File: config.mk
export PLATFORM = sky130hd
export DESIGN_NAME = vc_sel_arbiter
export DESIGN_NICKNAME = d
export VERILOG_FILES = /design/src/rtl/vc_sel_arbiter_pkg.sv /design/src/rtl/vc_sel_arbiter_rr_pick_vc.sv /design/src/rtl/vc_sel_arbiter.sv
export SDC_FILE = /design/constraint.sdc
export NUM_CORES = 1
export LEC_CHECK = 0
export ABC_AREA = 1
export CAP_MARGIN = 20
export CORE_MARGIN = 2
export CORE_UTILIZATION = 50
export DETAILED_ROUTE_END_ITERATION = 7
export GPL_ROUTABILITY_DRIVEN = 0
export HOLD_SLACK_MARGIN = 0.05
export PLACE_DENSITY = 0.82
export SYNTH_ARGS = -nofsm -noshare
export SYNTH_HDL_FRONTEND = slang
export SYNTH_SLANG_ARGS = --single-unit
File: constraint.sdc
create_clock -name clk -period 3.8 [get_ports clk]
set_clock_uncertainty 0.05 [all_clocks]
set_input_delay 1.14 -clock clk [delete_from_list [all_inputs] [get_ports clk]]
set_output_delay 1.14 -clock clk [all_outputs]
set_load 0.02 [all_outputs]
File: src/rtl/vc_sel_arbiter_pkg.sv
// Shared constants and state encoding for the per-input-port VC select arbiter.
// Latency: none (declarations only).
// Backpressure: not applicable.
package vc_sel_arbiter_pkg;

  localparam int NUM_PORT       = 5;
  localparam int NUM_VC         = 6;
  localparam int VC_INDEX_WIDTH = 3;

  typedef enum logic [1:0] {
    ST_IDLE = 2'd0,
    ST_REQ  = 2'd1,
    ST_LOCK = 2'd2
  } state_e;

endpackage

File: src/rtl/vc_sel_arbiter_rr_pick_vc.sv
// Wrap-around priority pick: first candidate at or above i_start, modulo NUM_VC.
// Latency: combinational.
// Backpressure: none; o_found=0 when no candidate survives the exclude mask.
// Ports: i_valid (candidates), i_start (search origin, < NUM_VC), i_excl (mask of
//        indices to skip), o_idx (chosen index), o_found (any candidate found).
module rr_pick_vc #(
  parameter int NUM_VC         = 6,
  parameter int VC_INDEX_WIDTH = 3
) (
  input  logic [NUM_VC-1:0]         i_valid,
  input  logic [VC_INDEX_WIDTH-1:0] i_start,
  input  logic [NUM_VC-1:0]         i_excl,
  output logic [VC_INDEX_WIDTH-1:0] o_idx,
  output logic                      o_found
);

  logic [NUM_VC-1:0] w_cand;
  int                w_pos;

  assign w_cand = i_valid & ~i_excl;

  always_comb begin
    o_idx   = '0;
    o_found = 1'b0;
    w_pos   = 0;
    for (int k = 0; k < NUM_VC; k++) begin
      w_pos = int'(i_start) + k;
      if (w_pos >= NUM_VC) begin
        w_pos = w_pos - NUM_VC;
      end
      if (!o_found && w_cand[w_pos]) begin
        o_found = 1'b1;
        o_idx   = VC_INDEX_WIDTH'(w_pos);
      end
    end
  end

endmodule

File: src/rtl/vc_sel_arbiter.sv
// Per-input-port VC scheduler driving the select of the per-VC request mux.
// Latency: request to sel_valid in 1 cycle; sel is registered, pop/sel_valid combinational.
// Backpressure: sel is held until sa_grant; a VC starved for MAX_WAIT cycles is rotated away.
// Ports: clk, rst_n (async active-low); vc_req_valid/vc_is_tail per VC; sa_grant from
//        the switch allocator; sel/sel_valid to the mux; vc_pop one-hot dequeue; locked.
module vc_sel_arbiter
  import vc_sel_arbiter_pkg::*;
#(
  parameter int NUM_VC         = 6,
  parameter int VC_INDEX_WIDTH = 3,
  parameter int LOCK_PKT       = 1,
  parameter int MAX_WAIT       = 8,
  parameter int WAIT_W         = 4
) (
  input  logic                      clk,
  input  logic                      rst_n,
  input  logic [NUM_VC-1:0]         vc_req_valid,
  input  logic [NUM_VC-1:0]         vc_is_tail,
  input  logic                      sa_grant,
  output logic [VC_INDEX_WIDTH-1:0] sel,
  output logic                      sel_valid,
  output logic [NUM_VC-1:0]         vc_pop,
  output logic                      locked
);

  localparam int WAIT_LAST = (MAX_WAIT > 0) ? MAX_WAIT - 1 : 0;

  state_e                    r_state,    w_state_nxt;
  logic [VC_INDEX_WIDTH-1:0] r_sel,      w_sel_nxt;
  logic [VC_INDEX_WIDTH-1:0] r_rr_ptr,   w_rr_ptr_nxt;
  logic [WAIT_W-1:0]         r_wait_cnt, w_wait_cnt_nxt;

  logic [NUM_VC-1:0]         w_sel_oh;
  logic [VC_INDEX_WIDTH-1:0] w_sel_inc;
  logic                      w_grant;
  logic                      w_tail;
  logic                      w_release;
  logic                      w_wait_last;
  logic [VC_INDEX_WIDTH-1:0] w_pick_start;
  logic [NUM_VC-1:0]         w_pick_excl;
  logic [VC_INDEX_WIDTH-1:0] w_pick_idx;
  logic                      w_pick_found;

  assign w_sel_oh  = {{(NUM_VC-1){1'b0}}, 1'b1} << r_sel;
  assign w_sel_inc = (r_sel == VC_INDEX_WIDTH'(NUM_VC - 1)) ? '0 : r_sel + VC_INDEX_WIDTH'(1);

  assign sel       = r_sel;
  assign sel_valid = (r_state != ST_IDLE) && ((vc_req_valid & w_sel_oh) != '0);
  assign w_grant   = sa_grant & sel_valid;
  assign vc_pop    = w_sel_oh & {NUM_VC{w_grant}};
  assign locked    = (r_state == ST_LOCK);

  assign w_tail      = |(vc_is_tail & w_sel_oh);
  assign w_wait_last = (r_wait_cnt == WAIT_W'(WAIT_LAST));

  // Packet boundary: the granted flit ends the packet (or locking is off), so
  // the VC is given up and the next candidate comes from after it.
  assign w_release = w_grant &&
                     (((r_state == ST_REQ) && (w_tail || (LOCK_PKT == 0))) ||
                      ((r_state == ST_LOCK) && w_tail));

  // From IDLE the search starts at rr_ptr with nothing excluded; otherwise it
  // starts just past sel and the current VC is excluded, so o_found also means
  // "some other VC is waiting".
  assign w_pick_start = (r_state == ST_IDLE) ? r_rr_ptr : w_sel_inc;
  assign w_pick_excl  = (r_state == ST_IDLE) ? '0 : w_sel_oh;

  rr_pick_vc #(
    .NUM_VC         (NUM_VC),
    .VC_INDEX_WIDTH (VC_INDEX_WIDTH)
  ) u_pick (
    .i_valid (vc_req_valid),
    .i_start (w_pick_start),
    .i_excl  (w_pick_excl),
    .o_idx   (w_pick_idx),
    .o_found (w_pick_found)
  );

  always_comb begin
    w_state_nxt    = r_state;
    w_sel_nxt      = r_sel;
    w_rr_ptr_nxt   = r_rr_ptr;
    w_wait_cnt_nxt = r_wait_cnt;
    if (w_release) begin
      w_rr_ptr_nxt   = w_sel_inc;
      w_wait_cnt_nxt = '0;
      if (w_pick_found) begin
        w_sel_nxt   = w_pick_idx;
        w_state_nxt = ST_REQ;
      end else begin
        w_state_nxt = ST_IDLE;
      end
    end else begin
      case (r_state)
        ST_IDLE: begin
          if (|vc_req_valid) begin
            w_sel_nxt      = w_pick_idx;
            w_state_nxt    = ST_REQ;
            w_wait_cnt_nxt = '0;
          end
        end
        ST_REQ: begin
          if (w_grant) begin
            // Head/body flit granted: hold this VC for the rest of the packet.
            w_state_nxt    = ST_LOCK;
            w_wait_cnt_nxt = '0;
          end else if (sel_valid) begin
            if (MAX_WAIT != 0) begin
              if (!w_wait_last) begin
                w_wait_cnt_nxt = r_wait_cnt + WAIT_W'(1);
              end else if (w_pick_found) begin
                // Starved: move on without disturbing the fairness pointer.
                w_sel_nxt      = w_pick_idx;
                w_wait_cnt_nxt = '0;
              end
            end
          end else begin
            w_state_nxt    = ST_IDLE;
            w_wait_cnt_nxt = '0;
          end
        end
        ST_LOCK: begin
          // Bubbles and non-tail grants keep the lock; tail grants release above.
        end
        default: begin
          w_state_nxt = ST_IDLE;
        end
      endcase
    end
  end

  always_ff @(posedge clk or negedge rst_n) begin
    if (!rst_n) begin
      r_state    <= ST_IDLE;
      r_sel      <= '0;
      r_rr_ptr   <= '0;
      r_wait_cnt <= '0;
    end else begin
      r_state    <= w_state_nxt;
      r_sel      <= w_sel_nxt;
      r_rr_ptr   <= w_rr_ptr_nxt;
      r_wait_cnt <= w_wait_cnt_nxt;
    end
  end

endmodule

==> results_dict.tcl, run 1 <==
set metrics [dict create \
    status "completed" \
    grt_max_degree 14 \
    arrival_ns 2.49 \
    path_max_fanout 2 \
    synth_cell_type_count 36 \
    timing.final.crit_period_ns 3.68 \
    post_cts_buffers 0 \
    cts_made_buffers 3 \
    fin_nets 397 \
    dp_hpwl_mm 4.30 \
    slew_viol_final 0 \
    die_h_microns 69.1 \
    top_layer "met4" \
    grt_pass1_wl_mm 8.96 \
    cts_hold_buf 0 \
    wl_per_cell_microns 12.2 \
    drtAntennaViolNets 0 \
    grt_remaining_overflow 0 \
    synth_area_leader_cell "nand2_1" \
    cts-root-buf "clkbuf_8" \
    grt_pass1_vias 2037 \
    finalSetupTns_ns 0 \
    worst_pin_slew_ns 0.596 \
    rows 23 \
    clkLatencyLatePin_ns 0.24 \
    synth_top_cell_area_share 0.169 \
    cts_tree "built" \
    antenna_found_initial 0 \
    synth_area_sq_um 2120 \
    syn_to_final_growth_pct 19.6 \
    coreArea_sq_um 4030 \
    h-tree-depth 1 \
    synth_area_leaders "nand2_1 (17%), dfrtp_1 (14%), ha_1 (8.9%), nand3_1 (8.8%), inv_1 (6.6%)" \
    synthCells 328 \
    hold_viol_final 0 \
    ys_seq_area_frac 0.142 \
    post-place-ws_ns -0.236 \
    setup_viol 0 \
    drive_gt1_frac 0.205 \
    drv_cap 0 \
    wl_met2_mm 2.35 \
    required_ns 2.61 \
    startpoint_type "input port" \
    wl_met1_mm 2.46 \
    io_pins 26 \
    wl_met3_microns 202 \
    instances_no_fill 416 \
    place_inst 412 \
    crit_type "input port to primary output" \
    clock.fmax_mhz 272 \
    clk_pin_slew_ns 0.05 \
    die_x_microns 69.1 \
    fin_util 0.628 \
    numClockSinks 12 \
    drc 0 \
    die_area_sq_um 4770 \
    vias_per_cell 5.29 \
    yosysWarnings 0 \
    grt_use_total 0.221 \
    diodes 0 \
    slew_headroom 0.599 \
    num_vias 2199 \
    port_buffers 25 \
    clk_path_buf_depth 2 \
    hp-class "flip-flop to flip-flop" \
    synth_area_per_cell_sq_um 6.45 \
    fin_ws_ns 0.121 \
    drt_pre_antenna_iters 4 \
    rsz0062_at_grt "no" \
    ys_ff_latch 12 \
    synth_fp_nets 358 \
    finalCritPeriodShare 0.968 \
    end_kind "primary output" \
    start_util 0.525 \
    wl_mm 5.06 \
    drt_iter0_markers 145 \
]
==> synthesized netlist by cell type (all sizes together) <==
cell type  instances
or4                1
a21oi              5
inv               45
nand3b             1
a31oi              1
nor2              35
o21ai             22
nor3               2
nor4               2
mux2i              1
nand3             53
nand4              7
and3               1
o31ai              3
ha                15
buf                2
or2                3
xor2               1
xnor2              1
a21boi             1
nand2            114
dfrtp             12
==> per-stage QoR <==
stage	cell area, sq um	hold WS (ns)
floorplan	2120	0.421
global placement	2490	0.448
detailed placement	2490	0.455
CTS	2530	0.467
global route	2530	0.486
finish	2530	0.469
==> path summary, 6_finish.rpt <==
path                            startpoint           to  slack (ns)  cells after the start
max                        vc_req_valid[0]    sel_valid        0.12                      9
min                            r_rr_ptr[2]  r_rr_ptr[2]        0.47                      2
max reg2reg                         sel[0]       sel[0]        0.43                     18
min reg2reg                    r_rr_ptr[2]  r_rr_ptr[2]        0.47                      2
max in group asynchronous            rst_n       sel[0]        2.15                      1
min in group asynchronous            rst_n   r_state[0]        1.19                      1
==> layout by cell type (no fill, tap or decap), types with 8 or more instances in the layout <==
master and instances:
ha_1 15, inv_2 8, nor2_1 28, nand3_2 11
inv_1 37, buf_4 11, dfrtp_1 12, nand2_1 95
clkdlybuf4s50_1 18, nand3_1 37, nand2_2 13, o21ai_0 15
==> cells by family after synthesis <==
logic type	share of synthesized area
fa+ha+maj	0.0887
compound gates	0.102
simple gates	0.564
mux	0.00473
flops	0.142
buf+inv	0.0905
xor+xnor	0.00828
==> layout make-up <==
cell class / instances / area, sq um
inverters: 45 / 169
fillers: 379 / 1500
well taps: 50 / 62.6
flip-flops and latches: 12 / 300
repair buffers: 36 / 320
clock buffers: 4 / 55.1
multi-input cells: 269 / 1620
==> what timing repair did <==
| item | 4_1_cts | 5_1_grt |
|---|---|---|
| endpoints found under the setup margin | 7 | 1 |
| pin swaps | 0 | 0 |
| gates cloned | 0 | 0 |
| gates resized for setup | 7 | 3 |
==> metal layers <==
metal / GRT usage / up-vias
met3: 0.0132 / 6
met1: 0.320 / 1006
met5: 0 / -
met2: 0.355 / 48
li1: - / 1139
met4: 0.0566 / 0
==> sequential cells by signal (all words and copies together), names as in the netlist <==
register,cells
r_wait_cnt,4
r_rr_ptr,3
sel,3
r_state,2
==> critical path, cell delays in order <==
cell,delay (ns)
clkdlybuf4s50_1,0.42
nand3_1,0.09
nand2_1,0.06
nor2_1,0.12
nand2_2,0.10
buf_4,0.15
nand2_1,0.06
inv_1,0.04
dlygate4sd2_1,0.31
Power of run 1 is left out: the tool's default activity adds up to more than one toggle a clock period on the data nets, which glitch-free logic cannot reach.
==> inputs of run 2 (changes only) <==
--- a/config.mk
+++ b/config.mk
@@ -9,6 +9,7 @@
 export CAP_MARGIN = 20
 export CORE_MARGIN = 2
 export CORE_UTILIZATION = 50
+export CTS_BUF_LIST = sky130_fd_sc_hd__clkbuf_4
 export DETAILED_ROUTE_END_ITERATION = 7
 export GPL_ROUTABILITY_DRIVEN = 0
 export HOLD_SLACK_MARGIN = 0.05
==> results_dict.tcl, run 2 (synthesis gave the netlist of run 1 again) <==
set metrics [dict create \
    status "completed" \
    wl_mm 5.10 \
    drt_pre_antenna_iters 5 \
    num_vias 2216 \
    coreArea_sq_um 4030 \
    clock.fmax_mhz 272 \
    hp-class "flip-flop to flip-flop" \
    cts_tree "built" \
    timing.final.crit_period_ns 3.68 \
    rsz0062_at_grt "no" \
    port_buffers 25 \
    cts_made_buffers 3 \
    fin_nets 397 \
    rows 23 \
    grt_max_degree 14 \
    clk_pin_slew_ns 0.07 \
    die_area_sq_um 4770 \
    cts-root-buf "clkbuf_4" \
    io_pins 26 \
    vias_per_cell 5.33 \
    grt_remaining_overflow 0 \
    startpoint_type "input port" \
    layout_common_cells "nand2_1 (95), inv_1 (37), nand3_1 (37)" \
    wl_per_cell_microns 12.3 \
    grt_pass1_wl_mm 8.98 \
    grt_pass1_vias 2045 \
    slew_headroom 0.653 \
    end_kind "primary output" \
    required_ns 2.61 \
    largest_register "r_wait_cnt" \
    syn_to_final_growth_pct 18.3 \
    fin_util 0.621 \
    finalCritPeriodShare 0.968 \
    worst_pin_slew_ns 0.506 \
    die_h_microns 69.1 \
    drt_iter0_markers 146 \
    die_x_microns 69.1 \
    crit_type "input port to primary output" \
    antenna_found_initial 0 \
    slew_viol_final 0 \
    start_util 0.525 \
    grt_use_total 0.221 \
    largest_reg_flops 4 \
    drive_gt1_frac 0.202 \
    hold_viol_final 0 \
    drv_cap 0 \
    final_common_cell "nand2_1" \
    h-tree-depth 1 \
    drtAntennaViolNets 0 \
    arrival_ns 2.49 \
    drc 0 \
    clk_path_buf_depth 2 \
    clkLatencyLatePin_ns 0.27 \
    numClockSinks 12 \
    setup_viol 0 \
    diodes 0 \
    path_max_fanout 7 \
    dp_hpwl_mm 4.30 \
]
[run 2: changes by cell type in the layout (fill, tap and decap cells not counted)]
cell,delta
clkbuf_4,+3
clkbuf_8,-4
clkinv_1,+1
[run 2: critical path, cell delays in order]
cell	delay, ns
clkdlybuf4s50_1	0.48
nand3_1	0.08
nand2_1	0.08
nor2_1	0.05
nand2_2	0.09
nand3_4	0.10
nor2_1	0.13
dlygate4sd2_1	0.35
[run 2: worst paths after layout]
check / startpoint / end / slack [ns] / cells after the start
max: vc_req_valid[0] / vc_pop[5] / 0.12 / 8
min: r_wait_cnt[0] / r_wait_cnt[0] / 0.47 / 1
max reg2reg: sel[0] / sel[0] / 0.43 / 18
min reg2reg: r_wait_cnt[0] / r_wait_cnt[0] / 0.47 / 1
max in group asynchronous: rst_n / r_rr_ptr[1] / 2.19 / 1
min in group asynchronous: rst_n / r_state[0] / 1.16 / 1
[run 2: routing by layer]
| layer | global-route usage | vias to the layer above | wire length, microns |
|---|---|---|---|
| met3 | 0.0132 | 4 | 234 |
| li1 | - | 1142 | - |
| met1 | 0.321 | 1011 | 2450 |
| met2 | 0.355 | 59 | 2360 |
| met4 | 0.0566 | 0 | 46 |
| met5 | 0 | - | 0 |
[run 2: repair_timing]
action	CTS	global route
hold buffers	0	0
gates resized for setup	7	3
setup buffers	0	0
endpoints found under the setup margin	7	1
gates cloned	0	0
pin swaps	0	0
[run 2: cell type report]
| cell class | count | area [sq um] |
|---|---|---|
| Fill cell | 387 | 1530 |
| Inverter | 45 | 169 |
| Tap cell | 50 | 62.6 |
| Clock inverter | 1 | 3.75 |
| Sequential cell | 12 | 300 |
| Clock buffer | 3 | 22.5 |
| Multi-Input combinational cell | 269 | 1620 |
| Timing Repair Buffer | 36 | 320 |
[run 2: through the flow]
step	setup WS [ns]	area, sq um	hold WS [ns]	TNS [ns]	instances
after global placement	-0.200	2490	0.448	-0.756	412
after detailed placement	-0.236	2490	0.455	-1.01	412
after floorplan	0.474	2120	0.421	0	328
after CTS	0.0577	2510	0.470	0	416
final	0.120	2500	0.469	0	416
after global routing	0.0189	2500	0.490	0	416
Power of run 2 is left out for the same reason.
